$ cat src/rtl/fetch_sequencer.sv
// ============================================================================
// Module   : fetch_sequencer
// Brief    : PC owner for instruction fetch with kill bubble and return stack.
// Revision : 1.0 - initial release
// ============================================================================
`default_nettype none

module fetch_sequencer #(
    parameter logic [15:0] RESET_PC  = 16'h0000,
    parameter int          RAS_DEPTH = 4
) (
    input  logic                             clk,
    input  logic                             rst_n,
    input  logic                             hold,
    input  logic                             redir_valid,
    input  logic [15:0]                      redir_target,
    input  logic                             call_valid,
    input  logic                             ret_valid,
    output logic [15:0]                      imem_addr,
    output logic                             imem_stall,
    output logic                             fetch_valid,
    output logic [15:0]                      fetch_pc,
    output logic [$clog2(RAS_DEPTH+1)-1:0]   ras_count,
    output logic                             ras_underflow
);

    localparam int c_cnt_w = $clog2(RAS_DEPTH + 1);
    localparam logic [c_cnt_w-1:0] c_ras_full = c_cnt_w'(RAS_DEPTH);

    typedef enum logic [1:0] {
        ST_BOOT = 2'd0,
        ST_RUN  = 2'd1,
        ST_KILL = 2'd2
    } state_t;

    state_t               r_state, w_state_next;
    logic [15:0]          r_pc, w_pc_next;
    logic [15:0]          r_fetch_pc, w_fetch_pc_next;
    logic                 r_fetch_valid, w_fetch_valid_next;
    logic                 r_underflow, w_underflow_next;
    logic [c_cnt_w-1:0]   r_ras_count, w_ras_count_next;
    logic [15:0]          r_ras [RAS_DEPTH];
    logic [15:0]          w_ras_next [RAS_DEPTH];
    logic [15:0]          w_ras_top;
    logic [15:0]          w_link;

    always_ff @(posedge clk) begin
        if (!rst_n) begin
            r_state       <= ST_BOOT;
            r_pc          <= RESET_PC;
            r_fetch_pc    <= 16'h0000;
            r_fetch_valid <= 1'b0;
            r_underflow   <= 1'b0;
            r_ras_count   <= '0;
            for (int i = 0; i < RAS_DEPTH; i++) begin
                r_ras[i] <= 16'h0000;
            end
        end else begin
            r_state       <= w_state_next;
            r_pc          <= w_pc_next;
            r_fetch_pc    <= w_fetch_pc_next;
            r_fetch_valid <= w_fetch_valid_next;
            r_underflow   <= w_underflow_next;
            r_ras_count   <= w_ras_count_next;
            r_ras         <= w_ras_next;
        end
    end

    always_comb begin
        w_state_next       = r_state;
        w_pc_next          = r_pc;
        w_fetch_pc_next    = r_fetch_pc;
        w_fetch_valid_next = r_fetch_valid;
        w_underflow_next   = 1'b0;
        w_ras_count_next   = r_ras_count;
        w_ras_next         = r_ras;
        w_link             = r_fetch_pc + 16'd1;
        w_ras_top          = 16'h0000;

        // Stack grows upward; the top lives at index count-1.
        for (int i = 0; i < RAS_DEPTH; i++) begin
            if (r_ras_count == c_cnt_w'(i + 1)) begin
                w_ras_top = r_ras[i];
            end
        end

        if (!hold) begin
            // The instruction at pc is captured by memory on every unstalled edge.
            w_fetch_pc_next = r_pc;
            case (r_state)
                ST_BOOT, ST_KILL: begin
                    w_pc_next          = r_pc + 16'd1;
                    w_fetch_valid_next = 1'b1;
                    w_state_next       = ST_RUN;
                end
                ST_RUN: begin
                    if (r_fetch_valid && redir_valid) begin
                        w_pc_next          = redir_target;
                        w_fetch_valid_next = 1'b0;
                        w_state_next       = ST_KILL;
                        if (call_valid) begin
                            if (r_ras_count == c_ras_full) begin
                                for (int i = 0; i < RAS_DEPTH - 1; i++) begin
                                    w_ras_next[i] = r_ras[i + 1];
                                end
                                w_ras_next[RAS_DEPTH-1] = w_link;
                            end else begin
                                for (int i = 0; i < RAS_DEPTH; i++) begin
                                    if (r_ras_count == c_cnt_w'(i)) begin
                                        w_ras_next[i] = w_link;
                                    end
                                end
                                w_ras_count_next = r_ras_count + 1'b1;
                            end
                        end
                    end else if (r_fetch_valid && ret_valid) begin
                        w_fetch_valid_next = 1'b0;
                        w_state_next       = ST_KILL;
                        if (r_ras_count == '0) begin
                            w_pc_next        = 16'h0000;
                            w_underflow_next = 1'b1;
                        end else begin
                            w_pc_next        = w_ras_top;
                            w_ras_count_next = r_ras_count - 1'b1;
                        end
                    end else begin
                        w_pc_next          = r_pc + 16'd1;
                        w_fetch_valid_next = 1'b1;
                    end
                end
                default: begin
                    w_state_next       = ST_BOOT;
                    w_fetch_valid_next = 1'b0;
                end
            endcase
        end
    end

    assign imem_addr     = r_pc;
    assign imem_stall    = hold;
    assign fetch_valid   = r_fetch_valid;
    assign fetch_pc      = r_fetch_pc;
    assign ras_count     = r_ras_count;
    assign ras_underflow = r_underflow;

endmodule

`default_nettype wire

$ cat config.mk
export PLATFORM = sky130hd
export DESIGN_NAME = fetch_sequencer
export DESIGN_NICKNAME = d
export VERILOG_FILES = /design/src/rtl/fetch_sequencer.sv
export SDC_FILE = /design/constraint.sdc
export NUM_CORES = 1
export LEC_CHECK = 0
export ABC_CLOCK_PERIOD_IN_PS = 2600
export CAP_MARGIN = 30
export CORE_ASPECT_RATIO = 1.2
export CORE_MARGIN = 2
export CORE_UTILIZATION = 57
export CTS_CLUSTER_SIZE = 25
export DETAILED_ROUTE_END_ITERATION = 10
export HOLD_SLACK_MARGIN = 0.1
export PLACE_DENSITY = 0.81
export SLEW_MARGIN = 20
export SYNTH_ARGS = -nofsm -noshare
export SYNTH_HDL_FRONTEND = slang
export SYNTH_SLANG_ARGS = --single-unit
$ cat constraint.sdc
create_clock -name clk -period 2.6 [get_ports clk]
set_input_delay 0.52 -clock clk [delete_from_list [all_inputs] [get_ports clk]]
set_output_delay 0.52 -clock clk [all_outputs]
set_load 0.05 [all_outputs]
==> run summary <==
Worst Tran Pin Value = 0.703 ns
Root Buffer Master = clkbuf_16
Post-Synthesis Net Count = 749
Most instantiated cells after synthesis = 103 x dfxtp_1, 89 x nand2_1, 60 x a21oi_1, 60 x nor2_1, 48 x o21ai_0
RSZ-0062 raised after global routing = no
Post-synth EDFFs = 0
Maximum fanout along the worst path = 16
Final HPWL DP = 12800 µm
Synth unique cells = 67
Max Cap Viol = 0
Number of port buffers = 59
Core area = 9610 µm²
CTS buffer count = 9
Slowest cell on crit path = ha_1
Syn-to-layout area delta = 19.3%
Vias/cell = 6.75
Final max-slew violation count = 0
Fmax = 421 MHz
Final setup fails = 0
Clk slew on worst S/H paths = 0.07 ns
Die width = 95.1 µm
TritonCTS clock tree = done
Postcts setup bufs = 0
Xor/xnor share of the synthesized area = 2.78%
Grt met3 use = 5.86%
Setup TNS = 0 ns
Critical Path, Cell by Cell = inv_1 > ha_1 > nand2_2 > o22ai_1 > a311oi_1 > a2111oi_0 > o21a_1
Fin crit share = 91.4%
Largest family of logic cells by synthesized area = compound AO/OA/AOI/OAI gates
Final wirelength = 18100 µm
Initial Util = 59.1%
Number of antenna violations at the first check in global routing = 0
Seq/Total Area, Yosys = 36.3%
Pwr Density = 500 nW/µm²
Met2 Usage GRT = 53.6%
H-tree depth = 3
Top Family by Delay on Critical Path = compound AO/OA/AOI/OAI gates
Largest net degree at the start of global routing = 56
Post-route DRC = 0
Mapped Area = 5680 µm²
Mux contribution to synthesized area = 4.07%
Status = complete, no violations
Diodes inserted = 0
Setup crit end kind = register
Max Buffers Root-to-Sink = 2
Die H = 113 µm
Crit path buffers/inverters = 1
Vias after detailed routing = 6000
Gpl congestion = 1.04
Vias in the first global route = 5652
Required time of the critical path = 2.91 ns
Critical Path AT = 2.68 ns
GRT Residual Overflow = 0
Syn Area/Cell = 7.90 µm²
Layout cell share with drive strength beyond 1 = 8.49%
Hold_buf cts = 0
Tot GR Track Use = 34.1%
Post-Synth Simple-Gate Area = 20.5%
Number of synthesized register bits = 103
Placement Setup Slack = 0.0428 ns
Compound-Gate Fraction of Synth Area = 29.1%
Avg WL per Cell = 20.3 µm
Synth Area in Adders = 1.76%
Cells after Synth = 719
Ranking of synthesized cells by area = dfxtp_1 36%, nand2_1 5.9%, a21oi_1 5.3%
Final hold violation count = 0
FFs w/ async S/R, synth = 0%
YS warnings = 0
Top FF cell, synth = dfxtp_1
First-pass iteration count of the detailed router = 6
Slew Limit Headroom = 53.1%
Fin worst setup slack = 0.225 ns
Largest stage delay, worst path = 0.45 ns
# nets final = 792
Met1 Use GR = 44.1%
Clock skew = 0.00659 ns
VDD IR max = 0.355 mV
Worst skew pair latency = 0.36 ns
# IOs = 60
Gr busiest metal = met2
First-pass GRT wire length = 28900 µm
Area fraction of the dominant cell type after synthesis = 36.3%
Critical path class = reg -> reg
DIE AREA = 10800 µm²
Antenna-violating nets left = 0
Resized cells post-CTS = 0
First DRT Iteration DRCs = 782
Core Rows = 39
Count leader, synth = dfxtp_1
Crit start category = register
Area leader, netlist = dfxtp_1
Num Clock Sinks = 103
Pleak = 2.28 nW
Final min period = 2.38 ns
HP Class = reg -> reg
[state kept, by name, indices dropped and copies added (netlist names)]
name and flops:
r_ras 64, fetch_pc 16, imem_addr 16, ras_count 3, r_state 2, fetch_valid 1
ras_underflow 1
[worst paths after layout]
path	slack (ns)	cells after the start	start	end
min	0.46	2	r_ras[50]	r_ras[50]
min reg2reg	0.46	2	r_ras[50]	r_ras[50]
max	0.22	7	ras_count[0]	imem_addr[0]
max reg2reg	0.22	7	ras_count[0]	imem_addr[0]
[where the power goes]
part           total [mW]  switching [mW]  internal, mW
sequential           1.62          0.0280          1.59
combinational       0.289           0.178         0.111
clock                1.48           0.634         0.847
total                3.39           0.840          2.55
[layout by cell type (no fill, tap or decap), types with 5 or more instances in the layout]
| cell | Yosys | final |
|---|---|---|
| a221oi_1 | 9 | 9 |
| buf_12 | 0 | 5 |
| xor2_1 | 11 | 11 |
| o311ai_0 | 5 | 5 |
| o21ai_1 | 20 | 20 |
| and2_1 | 13 | 13 |
| dfxtp_1 | 103 | 103 |
| nand3_1 | 27 | 27 |
| mux2i_1 | 22 | 22 |
| inv_1 | 12 | 12 |
| o21ai_0 | 48 | 48 |
| xnor2_1 | 7 | 7 |
| nand4_1 | 12 | 12 |
| o211ai_1 | 32 | 32 |
| o22ai_1 | 8 | 8 |
| a21oi_1 | 60 | 60 |
| nor2_1 | 60 | 60 |
| clkbuf_16 | 0 | 9 |
| buf_4 | 4 | 28 |
| ha_1 | 8 | 8 |
| clkdlybuf4s50_1 | 0 | 56 |
| a211oi_1 | 8 | 8 |
| a222oi_1 | 7 | 7 |
| a31oi_1 | 17 | 17 |
| a211o_1 | 9 | 9 |
| nand2_1 | 89 | 89 |
[metrics by stage]
| stage | cells | total power, mW | hold WS (ns) | util (%) | area [µm²] |
|---|---|---|---|---|---|
| finish | 889 | 3.39 | 0.457 | 70.5 | 6780 |
| global placement | 874 | 1.93 | 0.444 | 67.1 | 6450 |
| global route | 889 | 3.46 | 0.473 | 70.5 | 6780 |
| detailed placement | 874 | 1.94 | 0.447 | 67.1 | 6450 |
| CTS | 889 | 3.38 | 0.459 | 70.4 | 6770 |
| floorplan | 719 | 1.82 | 0.432 | - | 5680 |
[cell families after synthesis]
| logic type | after synthesis |
|---|---|
| buf+inv | 72 |
| xor+xnor | 18 |
| compound gates | 254 |
| mux | 23 |
| fa+ha+maj | 8 |
| simple gates | 241 |
| flops | 103 |
[per-layer routing]
| metal | vias to the layer above | wire length, µm |
|---|---|---|
| met1 | 2792 | 7040 |
| met3 | 59 | 1750 |
| met5 | - | 0 |
| met4 | 0 | 740 |
| li1 | 2742 | - |
| met2 | 407 | 8540 |
[worst register-to-register path, cell delays in order, from the launching register on]
cell and delay (ns):
dfxtp_1 0.36, inv_1 0.12, ha_1 0.45, nand2_2 0.38, o22ai_1 0.34, a311oi_1 0.10
a2111oi_0 0.40, o21a_1 0.17
[cell type report]
cell class                      instances  area [µm²]
Fill cell                             752        2840
Inverter                               14        52.6
Sequential cell                       103        2060
Timing Repair Buffer                   90         876
Clock buffer                            9         225
Multi-Input combinational cell        544        3310
Tap cell                              123         154
Clock inverter                          6        92.6
Note: power is estimated with default switching activity, not from simulation.
